===== src/rtl/fetch_unit.sv =====
// Instruction-fetch sequencer: single-outstanding imem requests, prefetch FIFO
// of {pc, word} pairs toward decode, branch redirect with flush and discard.
//
// state     | meaning
// S_IDLE    | no request outstanding
// S_REQ     | request outstanding, returned word will be pushed
// S_DISCARD | request outstanding, returned word is dropped (redirected)
module fetch_unit #(
  parameter int              PC_W     = 16,
  parameter int              INSTR_W  = 16,
  parameter int              DEPTH    = 4,
  parameter logic [PC_W-1:0] RESET_PC = '0
) (
  input  logic                    clk,
  input  logic                    rst,
  input  logic                    en,
  input  logic                    br_taken,
  input  logic [PC_W-1:0]         br_target,
  output logic                    imem_req,
  output logic [PC_W-1:0]         imem_addr,
  input  logic                    imem_ack,
  input  logic [INSTR_W-1:0]      imem_rdata,
  output logic                    instr_valid,
  input  logic                    instr_ready,
  output logic [INSTR_W-1:0]      instr,
  output logic [PC_W-1:0]         instr_pc,
  output logic [$clog2(DEPTH):0]  fifo_count
);

  localparam int AW = $clog2(DEPTH);
  localparam int CW = $clog2(DEPTH) + 1;
  localparam logic [CW-1:0] FULL = CW'(DEPTH);

  typedef enum logic [1:0] {S_IDLE, S_REQ, S_DISCARD} state_t;

  state_t               state;
  logic [PC_W-1:0]      fetch_pc;
  logic [PC_W-1:0]      pc_next;
  logic [CW-1:0]        count;
  logic [CW-1:0]        count_after;
  logic [AW-1:0]        rd_ptr;
  logic [AW-1:0]        wr_ptr;
  logic [PC_W-1:0]      pc_mem   [DEPTH];
  logic [INSTR_W-1:0]   word_mem [DEPTH];
  logic                 ack;
  logic                 pop;
  logic                 push;
  logic                 room_after;

  assign ack         = imem_req & imem_ack;
  assign pop         = (count != '0) & instr_ready;
  assign push        = (state == S_REQ) & ack & ~br_taken;
  // occupancy once the returning word lands; decides whether to chain the next request
  assign count_after = count + CW'(1) - CW'(pop);
  assign room_after  = count_after < FULL;
  assign pc_next     = fetch_pc + PC_W'(1);

  assign instr_valid = (count != '0);
  assign instr       = word_mem[rd_ptr];
  assign instr_pc    = pc_mem[rd_ptr];
  assign fifo_count  = count;

  always_ff @(posedge clk) begin
    if (!rst && push) begin
      pc_mem[wr_ptr]   <= fetch_pc;
      word_mem[wr_ptr] <= imem_rdata;
    end
  end

  always_ff @(posedge clk) begin
    if (rst) begin
      state     <= S_IDLE;
      fetch_pc  <= RESET_PC;
      imem_req  <= 1'b0;
      imem_addr <= RESET_PC;
      count     <= '0;
      rd_ptr    <= '0;
      wr_ptr    <= '0;
    end else begin
      if (br_taken) begin
        count  <= '0;
        rd_ptr <= '0;
        wr_ptr <= '0;
      end else begin
        if (push) wr_ptr <= wr_ptr + AW'(1);
        if (pop)  rd_ptr <= rd_ptr + AW'(1);
        count <= count + CW'(push) - CW'(pop);
      end

      case (state)
        S_IDLE: begin
          if (br_taken) begin
            fetch_pc <= br_target;
          end else if (en && count < FULL) begin
            state     <= S_REQ;
            imem_req  <= 1'b1;
            imem_addr <= fetch_pc;
          end
        end
        S_REQ: begin
          if (br_taken) begin
            fetch_pc <= br_target;
            if (ack) begin
              state    <= S_IDLE;
              imem_req <= 1'b0;
            end else begin
              state <= S_DISCARD;
            end
          end else if (ack) begin
            fetch_pc <= pc_next;
            if (en && room_after) begin
              imem_addr <= pc_next;
            end else begin
              state    <= S_IDLE;
              imem_req <= 1'b0;
            end
          end
        end
        S_DISCARD: begin
          if (br_taken) fetch_pc <= br_target;
          if (ack) begin
            state    <= S_IDLE;
            imem_req <= 1'b0;
          end
        end
        default: begin
          state    <= S_IDLE;
          imem_req <= 1'b0;
        end
      endcase
    end
  end

endmodule


===== config.mk =====
export PLATFORM = sky130hd
export DESIGN_NAME = fetch_unit
export DESIGN_NICKNAME = d
export VERILOG_FILES = /design/src/rtl/fetch_unit.sv
export SDC_FILE = /design/constraint.sdc
export NUM_CORES = 1
export LEC_CHECK = 0
export BUFFER_PORTS_ARGS = -buffer_cell sky130_fd_sc_hd__buf_2
export CAP_MARGIN = 10
export CORE_MARGIN = 2
export CORE_UTILIZATION = 40
export DETAILED_ROUTE_END_ITERATION = 6
export GPL_TIMING_DRIVEN = 0
export PLACE_DENSITY = 0.55
export SLEW_MARGIN = 15
export SYNTH_ARGS = -nofsm -noshare
export SYNTH_HDL_FRONTEND = slang
export SYNTH_SLANG_ARGS = --single-unit

===== constraint.sdc =====
create_clock -name clk -period 4.06 [get_ports clk]
set_input_delay 1.015 -clock clk [delete_from_list [all_inputs] [get_ports clk]]
set_output_delay 1.015 -clock clk [all_outputs]
set_load 0.005 [all_outputs]

Word-level counts from Yosys, hierarchy flattened
Memory sizes are Yosys's and may differ from the RTL's. A register that Yosys moved wholly into a read port is not among the register bits.
Index checks and enable logic that the tools add are counted.
{"block": "classes", "addsub": 7, "n_mul": 0, "div": 0, "n_lt_le_gt_ge": 2, "eq_ne": 11, "shifts": 0, "muxes": 31, "bitwise_logic": 5, "n_reduce_logical": 14}
{"operator": "16-bit 2-to-1 mux", "n": 8}
{"operator": "16-bit case mux with 2 select lines", "n": 2}
{"operator": "2-bit 2-to-1 mux", "n": 11}
{"operator": "16-bit by 1-bit adder with 16-bit output (second input constant)", "n": 1}
{"operator": "2-bit inequality test (second input constant)", "n": 5}
{"operator": "1-bit 2-to-1 mux", "n": 8}
{"operator": "3-bit less-than comparator (second input constant)", "n": 2}
{"operator": "3-bit inequality test (second input constant)", "n": 2}
{"operator": "2-bit case mux with 3 select lines", "n": 1}
{"operator": "6-bit AND reduction", "n": 1}
{"operator": "3-bit by 1-bit subtractor with 3-bit output", "n": 2}
{"operator": "5-bit AND reduction", "n": 1}
{"operator": "2-bit by 1-bit adder with 2-bit output (second input constant)", "n": 2}
{"operator": "1-bit bitwise AND", "n": 4}
{"operator": "2-bit by 1-bit inequality test with 1-bit output (second input constant)", "n": 2}
{"operator": "4-bit AND reduction", "n": 1}
{"operator": "2-bit nonzero test", "n": 2}
{"operator": "2-bit OR reduction", "n": 2}
{"operator": "3-bit by 1-bit adder with 3-bit output", "n": 1}
{"operator": "3-bit by 1-bit adder with 3-bit output (second input constant)", "n": 1}
{"operator": "1-bit logical AND", "n": 3}
{"operator": "1-bit case mux with 3 select lines", "n": 1}
{"operator": "3-bit AND reduction", "n": 1}
{"operator": "3-bit nonzero test", "n": 1}
{"operator": "other kinds (5)", "n": 5}
{"block": "totals", "regBits": 42, "latchBits": 0, "mem_bits_rw": 128, "romBits": 0, "inputBits": 38, "out_inout_bits": 53, "elab_cells": 79, "n_memories": 2}
{"memory": "pc_mem", "depth": 4, "width": 16, "read_ports": 1, "rd_clocked_by_memory_dff": 1, "write_ports": 1, "line": "43", "text": "logic [PC_W-1:0] pc_mem [DEPTH];"}
{"memory": "word_mem", "depth": 4, "width": 16, "read_ports": 1, "rd_clocked_by_memory_dff": 1, "write_ports": 1, "line": "44", "text": "logic [INSTR_W-1:0] word_mem [DEPTH];"}

Depth between registers and ports, before layout
Gate-level depths: netlist (run 1).
{"block": "depth", "ltp_word": 9, "mapped_depth": 11, "depth_no_buf": 9}

Least setup slack after synthesis (run 1)
Ideal clock, no wire load.
{"block": "synth_timing", "kind": "input to register", "start": "in br_taken", "end": "mem pc_mem[0][0] (enable)", "setup_time_ns": 0.392, "t_arrival_ns": 2.684, "required_time_ns": 3.668, "setup_slack_ns": 0.984, "cell_stages": 6, "path_buffers": 2, "path_cell_list": "nand2b_1 -> buf_6 -> or3_1 -> clkbuf_1 -> nor2_1 -> and2_1"}
{"block": "synth_between", "elab_chain_len": 5}
{"element": "start, declared", "line": "17", "text": "input logic br_taken,"}
{"element": "1-bit NOT", "line": "52", "text": "assign push = (state == S_REQ) & ack & ~br_taken;"}
{"element": "1-bit bitwise AND", "line": "52"}
{"element": "1-bit logical AND", "line": "64", "text": "if (!rst && push) begin"}
{"element": "1-bit 2-to-1 mux", "line": "64"}
{"element": "1-bit 2-to-1 mux (not written as such)", "line": "65", "text": "pc_mem[wr_ptr] <= fetch_pc;"}
{"element": "end, declared", "line": "43"}
No other way between the ends.

==> results_dict.tcl, run 1 <==
set metrics [dict create \
    synth_most_common_cell "edfxtp_1" \
    synth-seq-cells 172 \
    max_slew.worst_pin.slew_ps 794 \
    io_pins 91 \
    min-delay-start "imem_addr[4]" \
    synth-simple-area-share 0.0851 \
    dp_cells 807 \
    fp.dieH_um 138 \
    crit_path_frequent_cell "buf_2" \
    synth_area_leader_cell "edfxtp_1" \
    drv_slew 0 \
    rr_worst_depth 11 \
    synth.net_count 531 \
    use_met2 0.268 \
    cts_tree "yes" \
    slowest_stage "mux4_2" \
    finalSetupTns_ps 0 \
    setup_viol 0 \
    p_leak_nw 2.98 \
    first_iter_violations 262 \
    hold_viol_final 0 \
    rsz0062_at_grt "no" \
    nNetsFinal 643 \
    holdPathEnd "imem_addr[4]" \
    skew_ps 8.26 \
    synth_cells 485 \
    final_util 0.485 \
    cts_setup_buffers 0 \
    grt_pass1_vias 4524 \
    required_ps 3040 \
    cts_sinks 172 \
    ys_seq_area_frac 0.653 \
    clockBufferDepth 2 \
    regToRegSetupSlack_ps 1550 \
    gp_congestion 0.867 \
    htree_levels 4 \
    first_pass_iters 4 \
    grt_use_met3 0.0461 \
    slowest_delay_ps 590 \
    n_antenna_cell 0 \
    yosys_warnings 0 \
    synthArstFlopShare 0 \
    crit_buf_inv 3 \
    synth_common_cells "128 x edfxtp_1, 44 x dfxtp_1, 34 x a21oi_1, 32 x mux4_2, 30 x nor2_1" \
    yosys-top-cells-area "edfxtp_1 53%, dfxtp_1 12%, mux4_2 10%" \
    layout_min_cycle_time_ps 3120 \
    dieArea_mm2 0.0192 \
    grt_pass1_wl_um 24100 \
    vdd_ir_drop_max_mv 0.293 \
    min_path_cells 2 \
    setup_slack_ps 941 \
    slew_headroom 0.471 \
    avgRoutedWirePerCell_um 18.1 \
    start_kind "flip-flop" \
    path_cells "clkbuf_1, buf_2, mux4_2, buf_2" \
    synth_adder_area_share 0.0149 \
    drtAntennaViolNets 0 \
    synth-xor-area-share 0.0265 \
    die_x_um 138 \
    grt_max_degree 28 \
    synth_top_area_share 0.531 \
    cp_top_family "buffers and inverters" \
    antenna_found_initial 0 \
    drive_above_1_share 0.338 \
    critPathCaptureType "primary output" \
    r2r_start "state[0]" \
    drc_errors 0 \
    vias_per_cell 5.20 \
    final-instance-count-excl-fill 839 \
    rows 49 \
    cp.arrival_ps 2100 \
    busiest_layer "met2" \
    initial_core_util 0.405 \
    place_ws_ps 731 \
    max_cap_violations 0 \
    reg2reg_to "fifo_count[2]" \
    gr-usage-met1 0.215 \
    post-route-period-util 0.768 \
    fmax_mhz 321 \
    fillers 1548 \
    cts_buffers 17 \
    hpwlAfterDp_um 10400 \
    io_buffers 89 \
    coreArea_mm2 0.0178 \
    grt_use_total 0.164 \
    syn_avg_cell_area_um2 14.9 \
    worst-setup-path-type "reg -> out" \
    ys.flop_type "edfxtp_1" \
    vias 4365 \
    clk_pin_slew_worst_paths_ps 60 \
    synth_compound_area_frac 0.0913 \
    status "finished, final reports clean" \
    worstHoldPathType "reg -> reg" \
    powerDensity_mw_per_mm2 435 \
    cts_resized 0 \
    ctsHoldBuffers 0 \
    synth_top_family_by_area "multiplexers" \
    synth_edf_count 128 \
    synth_cell_types 61 \
    cts_root_buffer "clkbuf_16" \
    netlist_area_mm2 0.00723 \
    grt-ovfl-total 0 \
    synthMuxAreaShare 0.101 \
    wirelength_um 15200 \
    clock_latency_ps 420 \
    path_max_fanout 10 \
    syn2layout_area_growth_pct 19.5 \
]
## stage by stage
stage / power, mW / hold slack (ps) / instance area, um^2
6_report: 3.76 / 521 / 8640
5_1_grt: 3.91 / 545 / 8640
4_1_cts: 3.80 / 524 / 8640
3_5_place_dp: 2.23 / 512 / 8070
3_3_place_gp: 2.22 / 503 / 7970
2_1_floorplan: 2.13 / 455 / 7230
## state kept, by name, summed over array words and instances, names as in the netlist, named ones only
signal,count
pc_mem,64
word_mem,64
fetch_pc,16
imem_addr,16
fifo_count,3
rd_ptr,2
state,2
wr_ptr,2
imem_req,1
## placed cells by master (no fill, tap or decap), drive strengths merged, types with 5 or more instances in the layout
cell / synthesis / routed
and2: 6 / 6
clkbuf: 14 / 31
nand3: 10 / 10
clkinv: 0 / 5
ha: 7 / 7
dfxtp: 44 / 44
a21oi: 34 / 34
a211oi: 17 / 17
xor2: 6 / 6
inv: 8 / 16
nor2: 32 / 32
edfxtp: 128 / 128
buf: 20 / 113
nor3: 10 / 10
nand4: 5 / 5
xnor2: 15 / 15
o21ai: 14 / 14
mux4: 32 / 32
nand2: 28 / 28
## how the worst max path moves through the flow
stage | from | end | slack (ps) | cells past startpoint
final | flip-flop | instr_pc[0] | 940 | 4
after global routing | flip-flop | instr_pc[0] | 760 | 4
after CTS | flip-flop | instr_pc[0] | 860 | 4
after detailed placement | br_taken | fifo_count[2] | 730 | 12
after global placement | br_taken | word_mem[0][3] | 100 | 7
after floorplan | br_taken | pc_mem[0][0] | 980 | 6
## cell type report
cell class	count	area (um^2)	share of cell area
Inverter	8	30.0	0.00347
Sequential cell	172	4720	0.547
Buffer	34	173	0.0200
Tap cell	229	287	0.0331
Timing Repair Buffer	93	541	0.0625
Clock inverter	15	154	0.0178
Clock buffer	17	425	0.0492
Multi-Input combinational cell	271	2310	0.267
## worst min-delay path, cell delays in order (launching register included)
cell and delay, ps:
dfxtp_1 310, a21oi_1 110, a211oi_1 60
## power by group
| part | switching, mW | leakage (nW) | internal (mW) |
|---|---|---|---|
| Clock | 0.699 | 0.285 | 0.868 |
| Sequential | 0.0390 | 1.53 | 1.92 |
| Combinational | 0.132 | 1.16 | 0.0982 |
## layer usage
layer	part of all wire	vias to the layer above
li1	-	2097
met1	0.47	2151
met2	0.48	109
met3	0.039	8
met5	0	-
met4	0.011	0
## logic make-up (layout without fill, tap and decap cells)
group           after synthesis  in the layout
flops                       172            172
simple gates                117            117
compound gates               92             92
buf+inv                      42            167
mux                          33             33
xor+xnor                     21             21
fa+ha+maj                     8              8
Power figures use the tool's default switching activity.
==> run 2: changes to the inputs <==
--- a/config.mk
+++ b/config.mk
@@ -11,7 +11,7 @@
 export CORE_UTILIZATION = 40
 export DETAILED_ROUTE_END_ITERATION = 6
 export GPL_TIMING_DRIVEN = 0
-export PLACE_DENSITY = 0.55
+export PLACE_DENSITY = 0.57
 export SLEW_MARGIN = 15
 export SYNTH_ARGS = -nofsm -noshare
 export SYNTH_HDL_FRONTEND = slang
==> constraint.sdc (replaced) <==
create_clock -name clk -period 2.6 [get_ports clk]
set_input_delay 0.65 -clock clk [delete_from_list [all_inputs] [get_ports clk]]
set_output_delay 0.65 -clock clk [all_outputs]
set_load 0.005 [all_outputs]
==> results_dict.tcl, run 2 (synthesis gave the netlist of run 1 again) <==
set metrics [dict create \
    wirelength_um 15000 \
    slowest_stage "fa_2" \
    coreArea_mm2 0.0178 \
    p_leak_nw 2.93 \
    grt_pass1_vias 4457 \
    htree_levels 4 \
    drc_errors 0 \
    gp_congestion 0.841 \
    hold_ws_ps 449 \
    finish.instance_area_mm2 0.00853 \
    io_pins 91 \
    setup_slack_ps 115 \
    cts_sinks 172 \
    worstHoldPathType "in -> reg" \
    slowest_delay_ps 360 \
    max_cap_violations 0 \
    max_slew.worst_pin.slew_ps 898 \
    fmax_mhz 402 \
    vias_per_cell 5.17 \
    finalSetupTns_ps 0 \
    drv_slew 0 \
    cp.arrival_ps 2770 \
    antenna_found_initial 0 \
    hpwlAfterDp_um 9840 \
    place_ws_ps -373 \
    nNetsFinal 638 \
    skew_ps 10.9 \
    vias 4309 \
    grt-ovfl-total 0 \
    required_ps 2880 \
    slew_headroom 0.401 \
    hold_viol_final 0 \
    critPathCaptureType "flip-flop" \
    final_util 0.478 \
    grt_max_degree 33 \
    die_x_um 138 \
    status "finished, final reports clean" \
    grt_use_total 0.162 \
    cts_buffers 17 \
    fillers 1557 \
    grt_pass1_wl_um 24100 \
    rows 49 \
    drive_above_1_share 0.334 \
    fp.dieH_um 138 \
    worst-setup-path-type "in -> reg" \
    post-route-period-util 0.956 \
    layout_commonest_cell "edfxtp_1" \
    setup_viol 0 \
    cts_root_buffer "clkbuf_16" \
    initial_core_util 0.405 \
    clockBufferDepth 2 \
    path_max_fanout 9 \
    vdd_ir_drop_max_mv 0.474 \
    syn2layout_area_growth_pct 17.9 \
    start_kind "input port" \
    crit_path_frequent_cell "ha_1" \
    clock_latency_ps 420 \
    n_antenna_cell 0 \
    reg.largest.list "pc_mem (64), word_mem (64)" \
    cts_setup_buffers 0 \
    layout_common_cells "128 x edfxtp_1, 102 x buf_2, 43 x dfxtp_1, 34 x a21oi_1, 32 x mux4_2" \
    drtAntennaViolNets 0 \
    min_path_cells 1 \
    dpl_cell_area_mm2 0.00798 \
    path_cells "buf_2, nand2b_1, buf_6, or3_1, clkbuf_2, ha_1, inv_1, ha_1, fa_2, xnor2_2, xnor2_1, nor2_1" \
    rsz0062_at_grt "yes" \
    rr_worst_depth 11 \
    layout_min_cycle_time_ps 2490 \
    dieArea_mm2 0.0192 \
    io_buffers 89 \
    first_iter_violations 352 \
    avgRoutedWirePerCell_um 18.0 \
    first_pass_iters 4 \
    cts_tree "yes" \
    clk_pin_slew_worst_paths_ps 60 \
    powerDensity_mw_per_mm2 667 \
]
==> run 2: cell count changes in the layout (fill, tap and decap cells not counted), sizes merged <==
| cell | previous run | this run |
|---|---|---|
| clkinv | 5 | 9 |
| buf | 113 | 109 |
| inv | 16 | 10 |
==> run 2: path summary, 6_finish.rpt <==
check	from	endpoint	slack, ps
min	imem_rdata[12]	word_mem[0][12]	450
max reg2reg	state[0]	fifo_count[2]	170
min reg2reg	imem_addr[5]	imem_addr[5]	520
max	br_taken	fifo_count[2]	110
==> run 2: per-stage QoR <==
step / total power [mW] / cells
2_1_floorplan: 3.33 / 485
3_3_place_gp: 3.47 / 803
3_5_place_dp: 3.48 / 803
4_1_cts: 5.76 / 833
5_1_grt: 5.92 / 833
6_report: 5.69 / 833
==> run 2: power breakdown <==
part,leakage (nW),switching (mW),total (mW),internal [mW]
clock,0.256,0.973,2.27,1.30
combinational,1.15,0.207,0.361,0.153
sequential,1.53,0.0604,3.06,3.00
==> run 2: repair_timing <==
item,4_1_cts,5_1_grt
setup endpoints to repair,30,104
gates resized for setup,9,1
hold buffers,0,0
==> run 2: area by class of cell <==
class	instances	area, um^2	share of cell area
sequential	172	4730	0.554
multi-input combinational	271	2320	0.272
timing repair buffer	89	445	0.0522
clock buffer	18	429	0.0503
tap	229	287	0.0336
buffer	33	193	0.0226
clock inverter	13	100	0.0117
inverter	8	30.0	0.00352
==> run 2: layer usage <==
layer / global-route usage / up-vias / routed length [um]
li1: - / 2079 / -
met1: 0.221 / 2104 / 7030
met2: 0.252 / 120 / 7070
met3: 0.0391 / 6 / 740
met4: 0.0644 / 0 / 120
met5: 0 / - / 0
==> run 2: worst max-delay path, delay by kind of cell <==
kind | cells | cell delay, ps
adder cells (fa/ha/maj) | 3 | 820
AND/OR/NAND/NOR | 3 | 500
buffers and inverters | 4 | 480
XOR/XNOR | 2 | 310
